<file path="config.mk">
export PLATFORM = sky130hd
export DESIGN_NAME = lsu_mem_stage_flat
export DESIGN_NICKNAME = d
export VERILOG_FILES = /design/src/rtl/lsu_mem_stage_if.sv /design/src/rtl/lsu_mem_stage.sv /design/src/flat_wrapper.sv
export SDC_FILE = /design/constraint.sdc
export NUM_CORES = 1
export LEC_CHECK = 0
export ABC_CLOCK_PERIOD_IN_PS = 3000
export CAP_MARGIN = 20
export CORE_MARGIN = 2
export CORE_UTILIZATION = 49
export DETAILED_ROUTE_END_ITERATION = 8
export PLACE_DENSITY = 0.93
export SYNTH_ARGS = -nofsm -noshare
export SYNTH_HDL_FRONTEND = slang
export SYNTH_SLANG_ARGS = --single-unit
</file>
<file path="constraint.sdc">
create_clock -name clk -period 3 [get_ports clk]
set_clock_uncertainty 0.15 [all_clocks]
set_input_delay 0.6 -clock clk [delete_from_list [all_inputs] [get_ports clk]]
set_output_delay 0.6 -clock clk [all_outputs]
set_load 0.05 [all_outputs]
</file>
<file path="src/rtl/lsu_mem_stage_if.sv">
// -----------------------------------------------------------------------------
// lsu_mem_stage_if
// Handshaked data-memory port used by the load/store unit.
//   mem_req    : request valid (LSU -> memory)
//   mem_we     : write enable (LSU -> memory)
//   mem_addr   : word-aligned byte address (LSU -> memory)
//   mem_be     : byte-lane enables (LSU -> memory)
//   mem_wdata  : lane-replicated store data (LSU -> memory)
//   mem_gnt    : request accepted this cycle (memory -> LSU)
//   mem_rvalid : read data valid (memory -> LSU)
//   mem_rdata  : read data word (memory -> LSU)
// master = LSU side, slave = memory side.
// -----------------------------------------------------------------------------
interface lsu_mem_stage_if;
    logic        mem_req;
    logic        mem_we;
    logic [31:0] mem_addr;
    logic [3:0]  mem_be;
    logic [31:0] mem_wdata;
    logic        mem_gnt;
    logic        mem_rvalid;
    logic [31:0] mem_rdata;

    modport master (
        output mem_req,
        output mem_we,
        output mem_addr,
        output mem_be,
        output mem_wdata,
        input  mem_gnt,
        input  mem_rvalid,
        input  mem_rdata
    );

    modport slave (
        input  mem_req,
        input  mem_we,
        input  mem_addr,
        input  mem_be,
        input  mem_wdata,
        output mem_gnt,
        output mem_rvalid,
        output mem_rdata
    );
endinterface

</file>
<file path="src/rtl/lsu_mem_stage.sv">
// -----------------------------------------------------------------------------
// lsu_mem_stage
// Load/store unit sitting between the ALU result and a handshaked data memory.
// Accepts one load or store per request, checks funct3 legality and alignment,
// issues a byte-lane-masked word access and formats load data with sign/zero
// extension. The datapath is stalled until the access completes.
//
// Parameters:
//   TIMEOUT     : max cycles spent waiting for mem_rvalid before abort (1..65535)
// Ports:
//   clk         : clock, rising edge
//   reset       : synchronous, active-high
//   req_valid   : current instruction is a load/store
//   req_store   : 1 = store, 0 = load
//   req_funct3  : RISC-V funct3 (width / sign)
//   req_addr    : effective byte address
//   req_wdata   : store data (rs2)
//   stall       : hold PC and write-back
//   load_valid  : one-cycle pulse, load_data valid
//   load_data   : extended load result (held until the next load)
//   misaligned  : one-cycle pulse, access aborted without a memory transaction
//   bus_timeout : one-cycle pulse, load aborted after TIMEOUT wait cycles
//   mem         : memory port (master side)
// -----------------------------------------------------------------------------
module lsu_mem_stage #(
    parameter int unsigned TIMEOUT = 255
) (
    input  logic                   clk,
    input  logic                   reset,
    input  logic                   req_valid,
    input  logic                   req_store,
    input  logic [2:0]             req_funct3,
    input  logic [31:0]            req_addr,
    input  logic [31:0]            req_wdata,
    output logic                   stall,
    output logic                   load_valid,
    output logic [31:0]            load_data,
    output logic                   misaligned,
    output logic                   bus_timeout,
    lsu_mem_stage_if.master        mem
);

    typedef enum logic [2:0] {
        S_IDLE = 3'd0,
        S_REQ  = 3'd1,
        S_WAIT = 3'd2,
        S_DONE = 3'd3,
        S_ERR  = 3'd4
    } state_t;

    localparam logic [15:0] CNT_LAST = 16'(TIMEOUT - 1);

    state_t      state_q, state_d;
    logic        store_q, store_d;
    logic [2:0]  funct3_q, funct3_d;
    logic [31:0] addr_q, addr_d;
    logic [31:0] wdata_q, wdata_d;
    logic [15:0] cnt_q, cnt_d;
    logic [31:0] load_data_q, load_data_d;
    logic        load_valid_q, load_valid_d;
    logic        misaligned_q, misaligned_d;
    logic        bus_timeout_q, bus_timeout_d;

    // -------------------------------------------------------------------------
    // Request qualification (only evaluated against the live req_* in IDLE)
    // -------------------------------------------------------------------------
    logic req_legal;
    logic req_aligned;

    always_comb begin
        req_legal = 1'b0;
        if (req_store) begin
            req_legal = (req_funct3 == 3'b000) || (req_funct3 == 3'b001) ||
                        (req_funct3 == 3'b010);
        end else begin
            req_legal = (req_funct3 == 3'b000) || (req_funct3 == 3'b001) ||
                        (req_funct3 == 3'b010) || (req_funct3 == 3'b100) ||
                        (req_funct3 == 3'b101);
        end
    end

    always_comb begin
        req_aligned = 1'b1;
        case (req_funct3[1:0])
            2'b01:   req_aligned = (req_addr[0] == 1'b0);
            2'b10:   req_aligned = (req_addr[1:0] == 2'b00);
            default: req_aligned = 1'b1;
        endcase
    end

    // -------------------------------------------------------------------------
    // Lane mask and store data from the latched request
    // -------------------------------------------------------------------------
    logic [3:0]  lane_be;
    logic [31:0] lane_wdata;

    always_comb begin
        lane_be    = 4'b1111;
        lane_wdata = wdata_q;
        case (funct3_q[1:0])
            2'b00: begin
                lane_be    = 4'b0001 << addr_q[1:0];
                lane_wdata = {4{wdata_q[7:0]}};
            end
            2'b01: begin
                lane_be    = addr_q[1] ? 4'b1100 : 4'b0011;
                lane_wdata = {2{wdata_q[15:0]}};
            end
            default: begin
                lane_be    = 4'b1111;
                lane_wdata = wdata_q;
            end
        endcase
    end

    // Memory outputs are only driven while a request is outstanding so the
    // bus sits at zero in every other state, including right after reset.
    logic in_req;
    assign in_req        = (state_q == S_REQ);
    assign mem.mem_req   = in_req;
    assign mem.mem_we    = in_req & store_q;
    assign mem.mem_addr  = in_req ? {addr_q[31:2], 2'b00} : 32'd0;
    assign mem.mem_be    = in_req ? lane_be : 4'd0;
    assign mem.mem_wdata = in_req ? lane_wdata : 32'd0;

    // -------------------------------------------------------------------------
    // Load data formatting
    // -------------------------------------------------------------------------
    logic [7:0]  rdata_byte [4];
    logic [7:0]  sel_byte;
    logic [15:0] sel_half;
    logic [31:0] fmt_data;

    for (genvar gi = 0; gi < 4; gi++) begin : g_rbyte
        assign rdata_byte[gi] = mem.mem_rdata[8*gi +: 8];
    end

    always_comb begin
        sel_byte = rdata_byte[addr_q[1:0]];
        sel_half = addr_q[1] ? mem.mem_rdata[31:16] : mem.mem_rdata[15:0];
        fmt_data = mem.mem_rdata;
        case (funct3_q)
            3'b000:  fmt_data = {{24{sel_byte[7]}}, sel_byte};
            3'b100:  fmt_data = {24'd0, sel_byte};
            3'b001:  fmt_data = {{16{sel_half[15]}}, sel_half};
            3'b101:  fmt_data = {16'd0, sel_half};
            default: fmt_data = mem.mem_rdata;
        endcase
    end

    // -------------------------------------------------------------------------
    // Next-state logic
    // -------------------------------------------------------------------------
    always_comb begin
        state_d       = state_q;
        store_d       = store_q;
        funct3_d      = funct3_q;
        addr_d        = addr_q;
        wdata_d       = wdata_q;
        cnt_d         = cnt_q;
        load_data_d   = load_data_q;
        load_valid_d  = 1'b0;
        misaligned_d  = 1'b0;
        bus_timeout_d = 1'b0;

        case (state_q)
            S_IDLE: begin
                if (req_valid) begin
                    store_d  = req_store;
                    funct3_d = req_funct3;
                    addr_d   = req_addr;
                    wdata_d  = req_wdata;
                    // Illegal funct3 is reported through the misaligned pulse.
                    if (req_legal && req_aligned) begin
                        state_d = S_REQ;
                    end else begin
                        state_d      = S_ERR;
                        misaligned_d = 1'b1;
                    end
                end
            end
            S_REQ: begin
                if (mem.mem_gnt) begin
                    cnt_d = 16'd0;
                    if (store_q) begin
                        state_d = S_DONE;
                    end else begin
                        state_d = S_WAIT;
                    end
                end
            end
            S_WAIT: begin
                // rvalid wins on the final allowed cycle.
                if (mem.mem_rvalid) begin
                    load_data_d  = fmt_data;
                    load_valid_d = 1'b1;
                    cnt_d        = 16'd0;
                    state_d      = S_DONE;
                end else if (cnt_q == CNT_LAST) begin
                    bus_timeout_d = 1'b1;
                    cnt_d         = 16'd0;
                    state_d       = S_ERR;
                end else begin
                    cnt_d = cnt_q + 16'd1;
                end
            end
            S_DONE:  state_d = S_IDLE;
            S_ERR:   state_d = S_IDLE;
            default: state_d = S_IDLE;
        endcase
    end

    always_ff @(posedge clk) begin
        if (reset) begin
            state_q       <= S_IDLE;
            store_q       <= 1'b0;
            funct3_q      <= 3'd0;
            addr_q        <= 32'd0;
            wdata_q       <= 32'd0;
            cnt_q         <= 16'd0;
            load_data_q   <= 32'd0;
            load_valid_q  <= 1'b0;
            misaligned_q  <= 1'b0;
            bus_timeout_q <= 1'b0;
        end else begin
            state_q       <= state_d;
            store_q       <= store_d;
            funct3_q      <= funct3_d;
            addr_q        <= addr_d;
            wdata_q       <= wdata_d;
            cnt_q         <= cnt_d;
            load_data_q   <= load_data_d;
            load_valid_q  <= load_valid_d;
            misaligned_q  <= misaligned_d;
            bus_timeout_q <= bus_timeout_d;
        end
    end

    // The completion cycles (DONE/ERR) release the stall so the core advances
    // in the same cycle the result pulses appear.
    assign stall       = req_valid && (state_q != S_DONE) && (state_q != S_ERR);
    assign load_valid  = load_valid_q;
    assign load_data   = load_data_q;
    assign misaligned  = misaligned_q;
    assign bus_timeout = bus_timeout_q;

endmodule

</file>
<file path="src/flat_wrapper.sv">
// flat-port wrapper written by rule: the top's interface ports become plain ports
module lsu_mem_stage_flat 
#(
    parameter int unsigned TIMEOUT = 255
)
  (clk, reset, req_valid, req_store, req_funct3, req_addr, req_wdata, stall, load_valid, load_data, misaligned, bus_timeout, mem_mem_req, mem_mem_we, mem_mem_addr, mem_mem_be, mem_mem_wdata, mem_mem_gnt, mem_mem_rvalid, mem_mem_rdata);
  lsu_mem_stage_if mem_i ();
  input  logic clk;
  input  logic reset;
  input  logic req_valid;
  input  logic req_store;
  input  logic [2:0] req_funct3;
  input  logic [31:0] req_addr;
  input  logic [31:0] req_wdata;
  output logic stall;
  output logic load_valid;
  output logic [31:0] load_data;
  output logic misaligned;
  output logic bus_timeout;
  output wire logic [$bits(mem_i.mem_req)-1:0] mem_mem_req;
  output wire logic [$bits(mem_i.mem_we)-1:0] mem_mem_we;
  output wire logic [$bits(mem_i.mem_addr)-1:0] mem_mem_addr;
  output wire logic [$bits(mem_i.mem_be)-1:0] mem_mem_be;
  output wire logic [$bits(mem_i.mem_wdata)-1:0] mem_mem_wdata;
  input wire logic [$bits(mem_i.mem_gnt)-1:0] mem_mem_gnt;
  input wire logic [$bits(mem_i.mem_rvalid)-1:0] mem_mem_rvalid;
  input wire logic [$bits(mem_i.mem_rdata)-1:0] mem_mem_rdata;
  assign mem_mem_req = mem_i.mem_req;
  assign mem_mem_we = mem_i.mem_we;
  assign mem_mem_addr = mem_i.mem_addr;
  assign mem_mem_be = mem_i.mem_be;
  assign mem_mem_wdata = mem_i.mem_wdata;
  assign mem_i.mem_gnt = mem_mem_gnt;
  assign mem_i.mem_rvalid = mem_mem_rvalid;
  assign mem_i.mem_rdata = mem_mem_rdata;
  lsu_mem_stage #(.TIMEOUT(TIMEOUT)) u_core (.clk(clk), .reset(reset), .req_valid(req_valid), .req_store(req_store), .req_funct3(req_funct3), .req_addr(req_addr), .req_wdata(req_wdata), .stall(stall), .load_valid(load_valid), .load_data(load_data), .misaligned(misaligned), .bus_timeout(bus_timeout), .mem(mem_i));
endmodule
</file>
==> impl_metrics.yaml <==
run_status:
  status: "finished clean"
setup_path:
  rr_startpoint: "u_core.funct3_q[1]"
  r2r_slack_ps: 510
  cp.arrival_ps: 2210
  r2r.worst_path.cells: 4
  r2r-end: "u_core.load_data[19]"
  worstSetupPathType: "flip-flop to primary output"
  critPathRequiredTime_ps: 2250
  cp-end-kind: "primary output"
  start_kind: "flip-flop"
  crit_fanout: 8
logic_synthesis:
  synth_area_leaders: "dfxtp_1 40%, nand2_1 12%, a21oi_1 8.2%"
  netlist-cell-type-count: 53
  synth_flop_cell: "dfxtp_1"
  yosys.cell_count.top_type: "nand2_1"
  synth_commonest_cells: "198 x nand2_1, 122 x dfxtp_1, 99 x a21oi_1"
  syn_area_um2: 6070
  netlist.area_leader.share_pct: 40.2
  yosys_register_bits: 122
  yosys.area.top_type: "dfxtp_1"
  ys_async_sr_fraction_pct: 0
  syn_avg_cell_area_um2: 7.62
  synth_edf_count: 0
  seq_area_frac_synth_pct: 40.2
  ys_warn_count: 0
  syn_inst: 797
clocking:
  path_clk_slew_ps: 50
  ctsHoldBuffers: 0
  clk_path_buf_depth: 2
  clockRootBuffer: "clkbuf_16"
  cts_tree: "built"
  h-tree-depth: 4
  clk_latency_ps: 420
  clkSinkCount: 122
  cts_buffers: 17
sta:
  hold_viol: 0
  drv_slew: 0
  maxSlewHeadroom_pct: 30.1
  fin_crit_sh_pct: 98.6
  timing.fmax_ghz: 0.338
  setup_tns_ps: 0
  layout_min_cycle_time_ps: 2960
  tightest_slew_ps: 1050
  setup_violations: 0
route:
  num_vias: 6430
  avgRoutedWirePerCell_um: 17.2
  drtIter0Drc: 1087
  drcViolationCount: 0
  ant_nets: 0
  first_pass_iters: 6
  wl_um: 19700
  viasPerCell: 5.59
pwr:
  total_power_w: 0.00467
  p_per_area_nw_per_um2: 493
  vdd_drop_max_v: 0.000423
  p_leak_nw: 3.49
floorplan:
  coreArea_um2: 12100
  dieWidth_um: 115
  start_util_pct: 50.3
  num_io_pins: 211
  die_h_um: 115
  num_rows: 40
  die_area_um2: 13300
global_routing:
  grt_max_degree: 84
  grt_pass1_vias: 6281
  grt_pass1_wl_um: 31000
  grt_usage_pct: 29.8
  overflow: 0
  antenna_found_initial: 2
cells_and_area:
  syn_to_final_growth_pct: 55.9
  diodes: 0
  nets: 1082
  layout-drive-gt1-share_pct: 13.8
  final_cell_area_um2: 9470
job:
  max_cap_violations: 0
min_path:
  min_to: "u_core.addr_q[10]"
  hold_depth: 2
  min_path_type: "flip-flop to flip-flop"
  hold_start: "u_core.addr_q[10]"
place:
  port_buffers: 208
  dpl-instance-area_um2: 8880
  hpwl_um: 13500
  gp_congestion: 0.916
## cells by family (layout without fill, tap and decap cells)
kind of cell / count (synthesis) / in the layout / synth area share, %
AOI/OAI and AO/OA: 179 / 179 / 19.5
xor gates and xnor gates: 9 / 9 / 1.30
adders and majority gates: 5 / 5 / 1.03
buffers and inverters: 79 / 264 / 5.89
DFF: 122 / 122 / 40.2
muxes: 18 / 18 / 3.26
other: 1 / 2 / 0.0618
and+or+nand+nor: 384 / 384 / 28.8
## report_power, final
part / internal, W / switching [W] / total [W]
Combinational: 0.000363 / 0.000471 / 0.000834
Clock: 0.00133 / 0.000718 / 0.00205
Sequential: 0.00171 / 0.0000781 / 0.00179
Total: 0.00341 / 0.00127 / 0.00467
## cell usage in the layout (no fill, tap or decap), types with 4 or more instances in the layout
master	count
nor2_1	80
clkbuf_16	17
mux2i_1	16
nand3b_1	6
nor3_1	8
nand2_1	197
and3_1	5
and2_1	41
a211oi_1	21
inv_1	14
clkdlybuf4s50_1	138
a21oi_1	99
a22oi_1	8
a222oi_1	6
a211oi_2	10
nand3_1	5
buf_4	10
xor2_1	9
nand2b_1	6
buf_12	72
o21bai_1	4
o21ai_0	16
ha_1	5
dfxtp_1	120
nand4_1	8
nor2b_1	6
## worst max-delay path by stage
stage,start,end,cells after the start
5_1_grt,u_core.addr_q[0],mem_mem_be[0],4
4_1_cts,u_core.state_q[0],mem_mem_addr[14],5
2_1_floorplan,u_core.state_q[2],mem_mem_be[0],5
3_3_place_gp,mem_mem_rdata[31],u_core.load_data[17],6
3_5_place_dp,mem_mem_rdata[15],u_core.load_data[19],6
6_report,u_core.addr_q[0],mem_mem_be[0],4
## critical path, cell delays in order, from the launching register on
cell and delay (ps):
dfxtp_1 370, nor2b_1 170, o21bai_1 810, and2_1 280, buf_12 150
## area by class of cell
type	instances	area (µm²)
multi-input combinational	597	3280
timing repair buffer	220	2900
fill	782	2590
sequential	122	2440
clock buffer	22	464
tap	168	210
clock inverter	8	120
inverter	14	52.6
## flip-flops by register name, summed over array words and instances, names as in the netlist
name                count
u_core.cnt_q           16
u_core.bus_timeout      1
u_core.misaligned       1
u_core.funct3_q         3
u_core.state_q          3
u_core.addr_q          32
u_core.load_valid       1
u_core.load_data       32
u_core.wdata_q         32
u_core.store_q          1
## layer usage
layer  wire length, µm  GRT usage [%]  part of all wire, %  up-vias
li1                  -              -                    -     3024
met1              7280           34.3                   37     3002
met2              9820           50.6                   50      332
met3              1780           8.75                  9.0       70
met4               864           14.6                  4.4        2
met5                12              0                0.061        -
## per-stage QoR
step	utilization (%)	hold slack (ps)	worst slack [ps]	instances
2_1_floorplan	-	282	166	798
3_3_place_gp	73.7	287	282	1121
3_5_place_dp	73.7	292	148	1121
4_1_cts	78.5	300	91.3	1151
5_1_grt	78.5	315	-3.11	1151
6_report	78.5	297	42.8	1151
## repair_timing
| item | 4_1_cts | 5_1_grt |
|---|---|---|
| endpoints found under the hold margin | 0 | 0 |
| setup endpoints to repair | 0 | 32 |
| buffers inserted | 0 | 0 |
| resized for setup | 0 | 1 |
No activity file was read; power rests on OpenSTA's default activity.
